==> config.mk <==
export PLATFORM = sky130hd
export DESIGN_NAME = ped_request_unit
export DESIGN_NICKNAME = d
export VERILOG_FILES = /design/src/rtl/ped_request_unit.sv
export SDC_FILE = /design/constraint.sdc
export NUM_CORES = 1
export LEC_CHECK = 0
export CORE_AREA = 2 2 68 63
export DETAILED_ROUTE_END_ITERATION = 8
export DIE_AREA = 0 0 70 65
export MAX_ROUTING_LAYER = met4
export PLACE_DENSITY = 0.79
export SLEW_MARGIN = 20
export SYNTH_ARGS = -nofsm -noshare
export SYNTH_HDL_FRONTEND = slang
export SYNTH_SLANG_ARGS = --single-unit
export TNS_END_PERCENT = 30
==> constraint.sdc <==
create_clock -name clk -period 2.5 [get_ports clk]
set_input_delay 0.25 -clock clk [delete_from_list [all_inputs] [get_ports clk]]
set_output_delay 0.25 -clock clk [all_outputs]
set_load 0.1 [all_outputs]
==> src/rtl/ped_request_unit.sv <==
// Pedestrian request front end: per-direction button synchroniser, debouncer,
// press-edge detector and request FSM feeding the traffic light controller.
// The NS and EW directions are two identical, independent instances of
// ped_request_dir.

module ped_request_dir #(
  parameter int unsigned DEBOUNCE_CYCLES = 4,
  parameter int unsigned CNT_W           = 8
) (
  input  logic             clk,
  input  logic             reset,
  input  logic             btn_i,
  input  logic             walk_i,
  output logic             ped_o,
  output logic             wait_o,
  output logic [CNT_W-1:0] srv_o
);

  typedef enum logic [1:0] {
    IDLE    = 2'd0,
    PENDING = 2'd1,
    SERVING = 2'd2
  } state_e;

  localparam logic [7:0] DB_N = 8'(DEBOUNCE_CYCLES);

  logic             s1_q, s2_q;
  logic             db_q, db_d;
  logic             db_dly_q;
  logic [7:0]       dc_q, dc_d;
  logic             press_q, press_d;
  state_e           state_q, state_d;
  logic [CNT_W-1:0] srv_q, srv_d;

  // Two-flop synchroniser for the asynchronous button pin.
  always_ff @(posedge clk or negedge reset) begin
    if (!reset) begin
      s1_q <= 1'b0;
      s2_q <= 1'b0;
    end else begin
      s1_q <= btn_i;
      s2_q <= s1_q;
    end
  end

  // Debounce: accept a new level only after DEBOUNCE_CYCLES differing samples in a row.
  always_comb begin
    db_d = db_q;
    dc_d = dc_q;
    if (s2_q == db_q) begin
      dc_d = 8'd0;
    end else if ((dc_q + 8'd1) == DB_N) begin
      db_d = s2_q;
      dc_d = 8'd0;
    end else begin
      dc_d = dc_q + 8'd1;
    end
  end

  // Press event: one-cycle pulse on the edge after the debounced level rises.
  always_comb begin
    press_d = db_q & ~db_dly_q;
  end

  // Debounce state, delayed level for edge detection, and registered press pulse.
  always_ff @(posedge clk or negedge reset) begin
    if (!reset) begin
      db_q     <= 1'b0;
      dc_q     <= 8'd0;
      db_dly_q <= 1'b0;
      press_q  <= 1'b0;
    end else begin
      db_q     <= db_d;
      dc_q     <= dc_d;
      db_dly_q <= db_q;
      press_q  <= press_d;
    end
  end

  // Request FSM and serviced counter registers.
  always_ff @(posedge clk or negedge reset) begin
    if (!reset) begin
      state_q <= IDLE;
      srv_q   <= '0;
    end else begin
      state_q <= state_d;
      srv_q   <= srv_d;
    end
  end

  // Next state: latch a press unless the crossing is already open, count on acknowledge.
  always_comb begin
    state_d = state_q;
    srv_d   = srv_q;
    case (state_q)
      IDLE: begin
        if (press_q && !walk_i) begin
          state_d = PENDING;
        end else begin
          state_d = IDLE;
        end
      end
      PENDING: begin
        if (walk_i) begin
          state_d = SERVING;
          srv_d   = srv_q + {{(CNT_W-1){1'b0}}, 1'b1};
        end else begin
          state_d = PENDING;
        end
      end
      SERVING: begin
        if (!walk_i) begin
          state_d = IDLE;
        end else begin
          state_d = SERVING;
        end
      end
      default: begin
        state_d = IDLE;
      end
    endcase
  end

  // Outputs decoded from the registered state only, so they never glitch.
  always_comb begin
    ped_o  = 1'b0;
    wait_o = 1'b0;
    case (state_q)
      PENDING: begin
        ped_o  = 1'b1;
        wait_o = 1'b1;
      end
      default: begin
        ped_o  = 1'b0;
        wait_o = 1'b0;
      end
    endcase
  end

  assign srv_o = srv_q;

endmodule

module ped_request_unit #(
  parameter int unsigned DEBOUNCE_CYCLES = 4,
  parameter int unsigned CNT_W           = 8
) (
  input  logic             clk,
  input  logic             reset,
  input  logic             btn_ns,
  input  logic             btn_ew,
  input  logic             ns_walk,
  input  logic             ew_walk,
  output logic             ped_ns,
  output logic             ped_ew,
  output logic             wait_ns,
  output logic             wait_ew,
  output logic [CNT_W-1:0] srv_ns,
  output logic [CNT_W-1:0] srv_ew
);

  ped_request_dir #(
    .DEBOUNCE_CYCLES (DEBOUNCE_CYCLES),
    .CNT_W           (CNT_W)
  ) u_ns (
    .clk    (clk),
    .reset  (reset),
    .btn_i  (btn_ns),
    .walk_i (ns_walk),
    .ped_o  (ped_ns),
    .wait_o (wait_ns),
    .srv_o  (srv_ns)
  );

  ped_request_dir #(
    .DEBOUNCE_CYCLES (DEBOUNCE_CYCLES),
    .CNT_W           (CNT_W)
  ) u_ew (
    .clk    (clk),
    .reset  (reset),
    .btn_i  (btn_ew),
    .walk_i (ew_walk),
    .ped_o  (ped_ew),
    .wait_o (wait_ew),
    .srv_o  (srv_ew)
  );

endmodule

==> metrics.cfg, run 1 <==
[run_status]
status = finished clean

[timing]
post-route-period-util_pct = 77.7
fmax_mhz = 515
rsz0062_at_grt = false
fin_crit_ps = 1940
hold-worst-slack_ps = 354
slew_headroom_pct = 53.6
finalMaxSlewViolations = 0
setup_tns_ps = 0
finalClockSkew_ps = 7.40
fin_ws_ps = 557
tightest_slew_ps = 697
finalSetupViolCount = 0
hold_violations = 0

[floorplan]
die_w_um = 70
start_util_pct = 51.4
die_area_sq_um = 4550
io-pin-count = 26
die_h_um = 65
std_cell_rows = 22
core_region_area_sq_um = 3910

[drt]
drc = 0
ant_nets = 0
routed_via_density = 5.02
firstDrtPassIters = 4
route.final.wire_length_mm = 3.18
vias = 1289
drt_iter0_drc = 77
wire_per_inst_um = 12.4

[critical_path]
path_cells = ha_1 -> nand3_1 -> xor2_1 -> nand2_1 -> nor4_1 -> mux2_2
slowest_stage = dfrtp_1
end_kind = register
critPathMaxFanout = 6
crit_type = register to register
regToRegSetupSlack_ps = 560
required_ps = 2690
critPathArrivalTime_ps = 2130
cpPeakStageDelay_ps = 430
worstSetupStartpointType = register

[worst_hold_path]
hp-class = register to register

[final_layout]
antennaDiodeCount = 0
final_core_util_pct = 61.1
syn_to_final_growth_pct = 18.9
fin_nets = 220
drive_gt1_share_pct = 18.7
fillers = 339

[power]
ir_drop_v = 0.000414
cellLeakagePower_nw = 1.12
p_clk_share_pct = 22.0
total_power_mw = 2.48
p_switching_mw = 1.06
power_per_cell_area_nw_per_um2 = 1040
internal_power_mw = 1.43
pwr-share-comb_pct = 36.8
seqPwrFrac_pct = 41.2
swShare_pct = 42.6

[placement]
pre_cts_slack_ps = 563
dp_hpwl_mm = 2.35
finalWeightedCongestion = 0.798
portBuffers = 25

[synthesis]
yosysUniqueCellTypes = 30
ys_warn_count = 0
synthCells = 175
ys_seq_elements = 46
synth_nets = 187
syn-mean-instance-area_sq_um = 11.5
ys_seq_area_share_pct = 57.3
syn-cell-area_sq_um = 2010

[cts]
cts_tree = built
insertion_delay_ps = 300
postCtsSetupBuffers = 0
cts_root_buf = clkbuf_8
cts_sinks = 46
cts_max_path_buffers = 2
cts_inserted_buffers = 5
clkTransAtPathRegs_ps = 80
h-tree-depth = 2

[global_routing]
globalRoute.totalOverflow = 0
grt.total_usage_pct = 16.0
grt_pass1_vias = 1221
grt_antenna_before_repair = 0
grt_first_pass_wirelength_mm = 5.53
grt_max_degree = 34

[flow_run]
maxCapViolCount = 0

## repair_timing
action                    CTS  global route
hold endpoints to repair   11             0
resized for setup           0             0
hold buffers                1             0
## Yosys cell counts (all sizes together)
master | count | share of area (%)
dfrtp | 46 | 57
inv | 3 | 0.56
mux2 | 3 | 1.9
a21oi | 1 | 0.25
nand4 | 2 | 0.62
xnor2 | 19 | 8.3
mux2i | 1 | 0.50
o41ai | 1 | 0.44
o21ai | 1 | 0.25
buf | 2 | 0.75
nor3 | 8 | 2.0
and2 | 3 | 0.93
nand3 | 14 | 3.7
or3 | 1 | 0.31
a31oi | 2 | 0.62
xor2 | 12 | 5.2
and3 | 2 | 0.62
nor4b | 1 | 0.75
o21a | 2 | 0.75
nand3b | 1 | 0.37
ha | 6 | 3.7
nor2 | 18 | 3.6
nor2b | 9 | 2.8
a32oi | 1 | 0.44
nand2 | 14 | 2.6
nor3b | 1 | 0.37
nor4 | 1 | 0.31
## cells in the final DEF, fill, tap and decap left out, types with 3 or more instances in the layout
cell / Yosys / layout
nor3_1: 8 / 8
nor2_1: 16 / 16
clkdlybuf4s50_1: 0 / 4
nor2b_1: 9 / 8
nand2_1: 14 / 14
clkbuf_8: 0 / 5
nand3_1: 13 / 13
dfrtp_1: 46 / 46
buf_4: 2 / 22
inv_1: 3 / 3
ha_1: 6 / 6
and2_1: 3 / 3
xnor2_1: 19 / 19
xor2_1: 12 / 12
## stage by stage
| stage | cells | cell area [sq um] |
|---|---|---|
| after floorplan | 175 | 2010 |
| after global placement | 248 | 2270 |
| after detailed placement | 248 | 2270 |
| after CTS | 257 | 2390 |
| after global routing | 257 | 2390 |
| final | 257 | 2390 |
## metal layers
metal | wire, um | track usage, % | vias to the layer above
met2 | 1430 | 24.9 | 29
met5 | 0 | - | -
met3 | 174 | 5.44 | 3
met1 | 1550 | 20.4 | 608
met4 | 27 | 4.33 | 0
li1 | - | - | 649
## kinds of logic after synthesis
family | synth area share, %
adders and majority gates | 3.74
xor gates and xnor gates | 13.5
buffers and inverters | 1.31
DFF | 57.3
muxes | 2.37
and+or+nand+nor | 19.1
AOI/OAI and AO/OA | 2.74
## state kept, by name (all words and copies together), names as in the netlist
signal,flops
u_ns.press_q,1
u_ns.dc_q,8
u_ew.db_q,1
u_ew.state_q,2
u_ew.s1_q,1
u_ns.srv_o,8
u_ew.dc_q,8
u_ns.state_q,2
u_ew.s2_q,1
u_ew.press_q,1
u_ns.db_dly_q,1
u_ns.s1_q,1
u_ns.s2_q,1
u_ns.db_q,1
u_ew.db_dly_q,1
u_ew.srv_o,8
## cell type report
class	count	area, sq um	share of cell area [%]
clock inverter	3	43.8	1.83
timing repair buffer	28	220	9.21
clock buffer	5	68.8	2.88
tap	48	60.1	2.51
sequential	46	1150	48.2
inverter	3	11.3	0.471
multi-input combinational	124	835	34.9
## worst max-delay path, delay by kind of cell, from the launching register on
kind / cells / cell delay [ps]
DFF: 1 / 430
muxes: 1 / 370
adders and majority gates: 1 / 280
xor gates and xnor gates: 1 / 210
and+or+nand+nor: 3 / 540
## worst paths after layout
kind                                   startpoint                        end  cells after the start
max                        u_ew.dc_q[0]$_DFF_PN0_      u_ew.db_q$_DFFE_PN0P_                      6
min                           u_ns.s1_q$_DFF_PN0_        u_ns.s2_q$_DFF_PN0_                      0
max reg2reg                u_ew.dc_q[0]$_DFF_PN0_      u_ew.db_q$_DFFE_PN0P_                      6
min reg2reg                   u_ns.s1_q$_DFF_PN0_        u_ns.s2_q$_DFF_PN0_                      0
max in group asynchronous                   reset      u_ew.db_q$_DFFE_PN0P_                      3
min in group asynchronous                   reset  u_ew.srv_o[2]$_DFFE_PN0P_                      2
## power by group through the flow
stage | registers, mW | logic (mW) | clock network, mW
after floorplan | 1.29 | 0.477 | 0
after detailed placement | 1.04 | 0.919 | 0
final | 1.02 | 0.913 | 0.546
after CTS | 1.02 | 0.922 | 0.571
after global placement | 1.03 | 0.906 | 0
after global routing | 1.05 | 0.978 | 0.600
Power figures use the tool's default switching activity.
==> run 2, diff against run 1 <==
- CORE_AREA: 2 2 68 63 -> 2 2 71 66
- DIE_AREA: 0 0 70 65 -> 0 0 73 68
- PLACE_DENSITY: 0.79 -> 0.76
- clock period: 2.5 -> 1.6 ns (I/O delays scaled with it)
==> metrics.cfg, run 2 (synthesized netlist as in run 1, its figures left out) <==
[critical_path]
regToRegSetupSlack_ps = -200
crit_type = register to register
r2r_start = u_ew.dc_q[0]$_DFF_PN0_
worstSetupStartpointType = register
r2r-end = u_ew.db_q$_DFFE_PN0P_
cpPeakStageDelay_ps = 440
critical-path-top-delay-family = simple AND/OR/NAND/NOR gates
path_cells = ha_4 -> xnor2_1 -> and2_1 -> mux2i_2 -> nor4_2 -> mux2_2
ff2ff_path_depth = 6
required_ps = 1790
critical_path_buf_inv_count = 0
slowest_stage = dfrtp_2
end_kind = register
critPathMaxFanout = 4
critPathArrivalTime_ps = 1980

[final_layout]
final_common_cell = dfrtp_1
fin_cells = 287
fin_nets = 248
antennaDiodeCount = 0
drive_gt1_share_pct = 40.9
stdcell_area_sq_um = 2980
fillers = 291
syn_to_final_growth_pct = 48.1
final_core_util_pct = 69.4
layout_common_cells = dfrtp_1, buf_4, buf_12

[placement]
dpl.cell_count = 274
pre_cts_slack_ps = -168
portBuffers = 25
placed_area_sq_um = 2740
finalWeightedCongestion = 0.850
dp_hpwl_mm = 2.49

[global_routing]
globalRoute.totalOverflow = 0
grt_first_pass_wirelength_mm = 6.24
grt_max_degree = 47
grt_pass1_vias = 1381
grt_antenna_before_repair = 0
grt.total_usage_pct = 17.1

[drt]
drt-met1-wl_mm = 1.62
routed_via_density = 5.05
drt_iter0_drc = 48
wl_met2_mm = 1.90
route.met3.wl_um = 115
route.final.wire_length_mm = 3.71
firstDrtPassIters = 4
vias = 1448
drc = 0
ant_nets = 0
top_layer = met4
wire_per_inst_um = 12.9

[cts]
h-tree-depth = 2
cts_inserted_buffers = 5
cts_tree = built
cts_max_path_buffers = 2
cts_root_buf = clkbuf_8
cts_sinks = 46
clkTransAtPathRegs_ps = 80
insertion_delay_ps = 300

[timing]
post-route-period-util_pct = 112
hold_violations = 0
fmax_mhz = 557
finalMaxSlewViolations = 0
setup_tns_ps = -455
slew_headroom_pct = 62.8
rsz0062_at_grt = true
finalClockSkew_ps = 4.12
fin_ws_ps = -196
tightest_slew_ps = 558
finalSetupViolCount = 4
fin_crit_ps = 1800

[worst_hold_path]
holdCritStartpoint = btn_ns
hp-class = primary input to register
hold_depth = 1
hold_path_end = u_ns.s1_q$_DFF_PN0_

[floorplan]
core_region_area_sq_um = 4290
io-pin-count = 26
start_util_pct = 46.9
die_w_um = 73
std_cell_rows = 23
die_area_sq_um = 4960
die_h_um = 68

[power]
cellLeakagePower_nw = 1.32
ir_drop_v = 0.000742
power_per_cell_area_nw_per_um2 = 1460

[flow_run]
maxCapViolCount = 0

[run_status]
violations = negative setup slack
status = finished with violations

[run 2: final cells by class]
type	instances	area, sq um	share of cell area (%)
Sequential cell	46	1160	39.0
Tap cell	50	62.6	2.10
Multi-Input combinational cell	124	968	32.5
Clock inverter	1	5.00	0.168
Inverter	3	11.3	0.378
Timing Repair Buffer	56	681	22.9
Clock buffer	7	86.3	2.90
[run 2: power breakdown]
group / total (mW) / switching (mW) / internal, mW / leakage, nW
clock network: 0.713 / 0.365 / 0.348 / 0.0482
logic: 1.99 / 1.17 / 0.821 / 0.664
registers: 1.65 / 0.252 / 1.39 / 0.604
total: 4.35 / 1.78 / 2.56 / 1.32
[run 2: worst max path at each step]
stage	startpoint	end	slack (ps)	depth (start not counted)
finish	u_ew.dc_q[0]$_DFF_PN0_	u_ew.db_q$_DFFE_PN0P_	-200	6
global route	u_ew.dc_q[1]$_DFF_PN0_	u_ew.db_q$_DFFE_PN0P_	-290	6
CTS	u_ew.dc_q[0]$_DFF_PN0_	u_ew.db_q$_DFFE_PN0P_	-120	6
global placement	u_ew.dc_q[0]$_DFF_PN0_	u_ew.db_q$_DFFE_PN0P_	-110	6
detailed placement	u_ns.dc_q[0]$_DFF_PN0_	u_ns.db_q$_DFFE_PN0P_	-170	5
floorplan	u_ew.state_q[1]$_DFF_PN0_	u_ew.srv_o[6]$_DFFE_PN0P_	-90	5
[run 2: layer usage]
layer	up-vias	track usage, %
met5	-	-
met4	0	6.25
met3	6	4.86
met2	24	26.4
met1	713	21.6
li1	705	-
[run 2: metrics by stage]
| step | total power [mW] | hold slack, ps |
|---|---|---|
| 2_1_floorplan | 2.81 | -136 |
| 3_3_place_gp | 3.51 | 277 |
| 3_5_place_dp | 3.56 | 274 |
| 4_1_cts | 4.33 | 291 |
| 5_1_grt | 4.60 | 294 |
| 6_report | 4.35 | 297 |
[run 2: what timing repair did]
action	4_1_cts	5_1_grt
buffers inserted	3	1
pin swaps	7	6
setup endpoints to repair	6	6
hold buffers	1	0
endpoints found under the hold margin	46	0
gates resized for setup	6	13
==> run 3, diff against run 2 <==
- CELL_PAD_IN_SITES_DETAIL_PLACEMENT: default -> 0
- CELL_PAD_IN_SITES_GLOBAL_PLACEMENT: default -> 2
- CORE_AREA: 2 2 71 66 -> 2 2 87 81
- DIE_AREA: 0 0 73 68 -> 0 0 89 83
- PLACE_DENSITY: 0.76 -> 0.75
==> metrics.cfg, run 3 (synthesized netlist as in run 1, its figures left out) <==
[cts]
insertion_delay_ps = 310
cts_max_path_buffers = 2
h-tree-depth = 2
cts_tree = built
cts_sinks = 46
clkTransAtPathRegs_ps = 90
cts_inserted_buffers = 5
cts_root_buf = clkbuf_8

[run_status]
status = finished with violations
violations = negative setup slack

[timing]
post-route-period-util_pct = 111
fmax_mhz = 564
fin_ws_ps = -172
hold_violations = 0
finalClockSkew_ps = 5.89
slew_headroom_pct = 70.4
fin_crit_ps = 1770
finalMaxSlewViolations = 0
finalSetupViolCount = 4
hold-worst-slack_ps = 290
rsz0062_at_grt = true
tightest_slew_ps = 443
setup_tns_ps = -411

[critical_path]
cpPeakStageDelay_ps = 430
critical_path_buf_inv_count = 2
worstSetupStartpointType = register
critPathArrivalTime_ps = 1970
crit_type = register to register
slowest_stage = dfrtp_1
regToRegSetupSlack_ps = -170
path_cells = buf_6 -> buf_6 -> nand2_2 -> xor2_1 -> a31oi_2 -> nor4_2 -> mux2_2
end_kind = register
critPathMaxFanout = 2
cpMostUsedCell = buf_6
critical-path-top-delay-family = flip-flops
required_ps = 1800

[power]
ir_drop_v = 0.000584
seqPwrFrac_pct = 36.3
pwr-share-comb_pct = 44.1
cellLeakagePower_nw = 1.34
internal_power_mw = 2.68
p_clk_share_pct = 19.6
p_switching_mw = 1.83
total_power_mw = 4.51
swShare_pct = 40.5
power_per_cell_area_nw_per_um2 = 1480

[global_routing]
grt_use_met3_pct = 2.88
grt.total_usage_pct = 11.7
grt_first_pass_wirelength_mm = 6.58
grt_pass1_vias = 1441
busiest_layer = met2
met2_usage_pct = 17.3
grt_max_degree = 21
use_met1_pct = 15.2
globalRoute.totalOverflow = 0
grt_antenna_before_repair = 0

[final_layout]
fillers = 607
syn_to_final_growth_pct = 51.5
multi_input_area_sq_um = 928
drive_gt1_share_pct = 39.0
final_core_util_pct = 47.2
layout_common_cells = dfrtp_1, buf_4, buf_12
antennaDiodeCount = 0
seq_area_sq_um = 1160
fin_nets = 252
final_common_cell = dfrtp_1
stdcell_area_sq_um = 3040

[drt]
firstDrtPassIters = 4
drc = 0
drt_iter0_drc = 35
route.final.wire_length_mm = 3.74
vias = 1428
wire_per_inst_um = 11.3
ant_nets = 0
routed_via_density = 4.31

[placement]
dp_hpwl_mm = 2.71
finalWeightedCongestion = 0.793
placed_area_sq_um = 2820
portBuffers = 25

[floorplan]
std_cell_rows = 28
die_h_um = 83
die_area_sq_um = 7390
start_util_pct = 31.2
core_region_area_sq_um = 6450
die_w_um = 89
io-pin-count = 26

[flow_run]
maxCapViolCount = 0

[worst_hold_path]
hp-class = primary input to register

[run 3: cell count changes in the layout (fill, tap and decap cells not counted), sizes merged]
cell    previous run  this run
clkbuf             7         5
bufinv             0         1
buf               51        55
inv                3         4
[run 3: worst reg2reg max path, stage by stage (launching register included)]
cell and delay (ps):
dfrtp_1 430, buf_6 140, buf_6 110, nand2_2 50
xor2_1 160, a31oi_2 140, nor4_2 290, mux2_2 360
[run 3: final cells by class]
| type | instances | share of cell area, % |
|---|---|---|
| Tap cell | 90 | 3.70 |
| Multi-Input combinational cell | 124 | 30.5 |
| Clock buffer | 5 | 2.26 |
| Clock inverter | 3 | 1.44 |
| Timing Repair Buffer | 60 | 23.6 |
| Sequential cell | 46 | 38.1 |
| Inverter | 3 | 0.370 |
[run 3: power by group through the flow]
stage          clock, mW  sequential [mW]  combinational, mW
2_1_floorplan          0             2.03              0.777
6_report           0.883             1.64               1.99
4_1_cts            0.926             1.64               2.00
5_1_grt            0.971             1.68               2.11
3_5_place_dp           0             1.66               1.91
3_3_place_gp           0             1.65               1.90
[run 3: repair_timing]
action / CTS / global route
hold buffers: 1 / 0
buffers inserted: 5 / 0
endpoints found under the setup margin: 4 / 6
hold endpoints to repair: 18 / 0
pin swaps: 7 / 5
resized for setup: 9 / 3
[run 3: worst paths after layout]
check	start	endpoint	cells past startpoint
worst min-delay path	btn_ew	u_ew.s1_q$_DFF_PN0_	1
worst max register to register	u_ew.dc_q[1]$_DFF_PN0_	u_ew.db_q$_DFFE_PN0P_	7
worst max-delay path	u_ew.dc_q[1]$_DFF_PN0_	u_ew.db_q$_DFFE_PN0P_	7
worst min register to register	u_ew.s1_q$_DFF_PN0_	u_ew.s2_q$_DFF_PN0_	0
max in group asynchronous	reset	u_ew.srv_o[0]$_DFFE_PN0P_	3
min in group asynchronous	reset	u_ew.dc_q[1]$_DFF_PN0_	2
[run 3: routing by layer]
metal	up-vias	wire, um
met4	0	72
met1	686	1740
met5	-	0
met2	23	1790
li1	712	-
met3	7	133
[run 3: through the flow]
step                instances  setup WS, ps
floorplan                 175         -93.6
finish                    331          -172
CTS                       331          -158
global placement          317          -115
global route              331          -280
detailed placement        317          -150
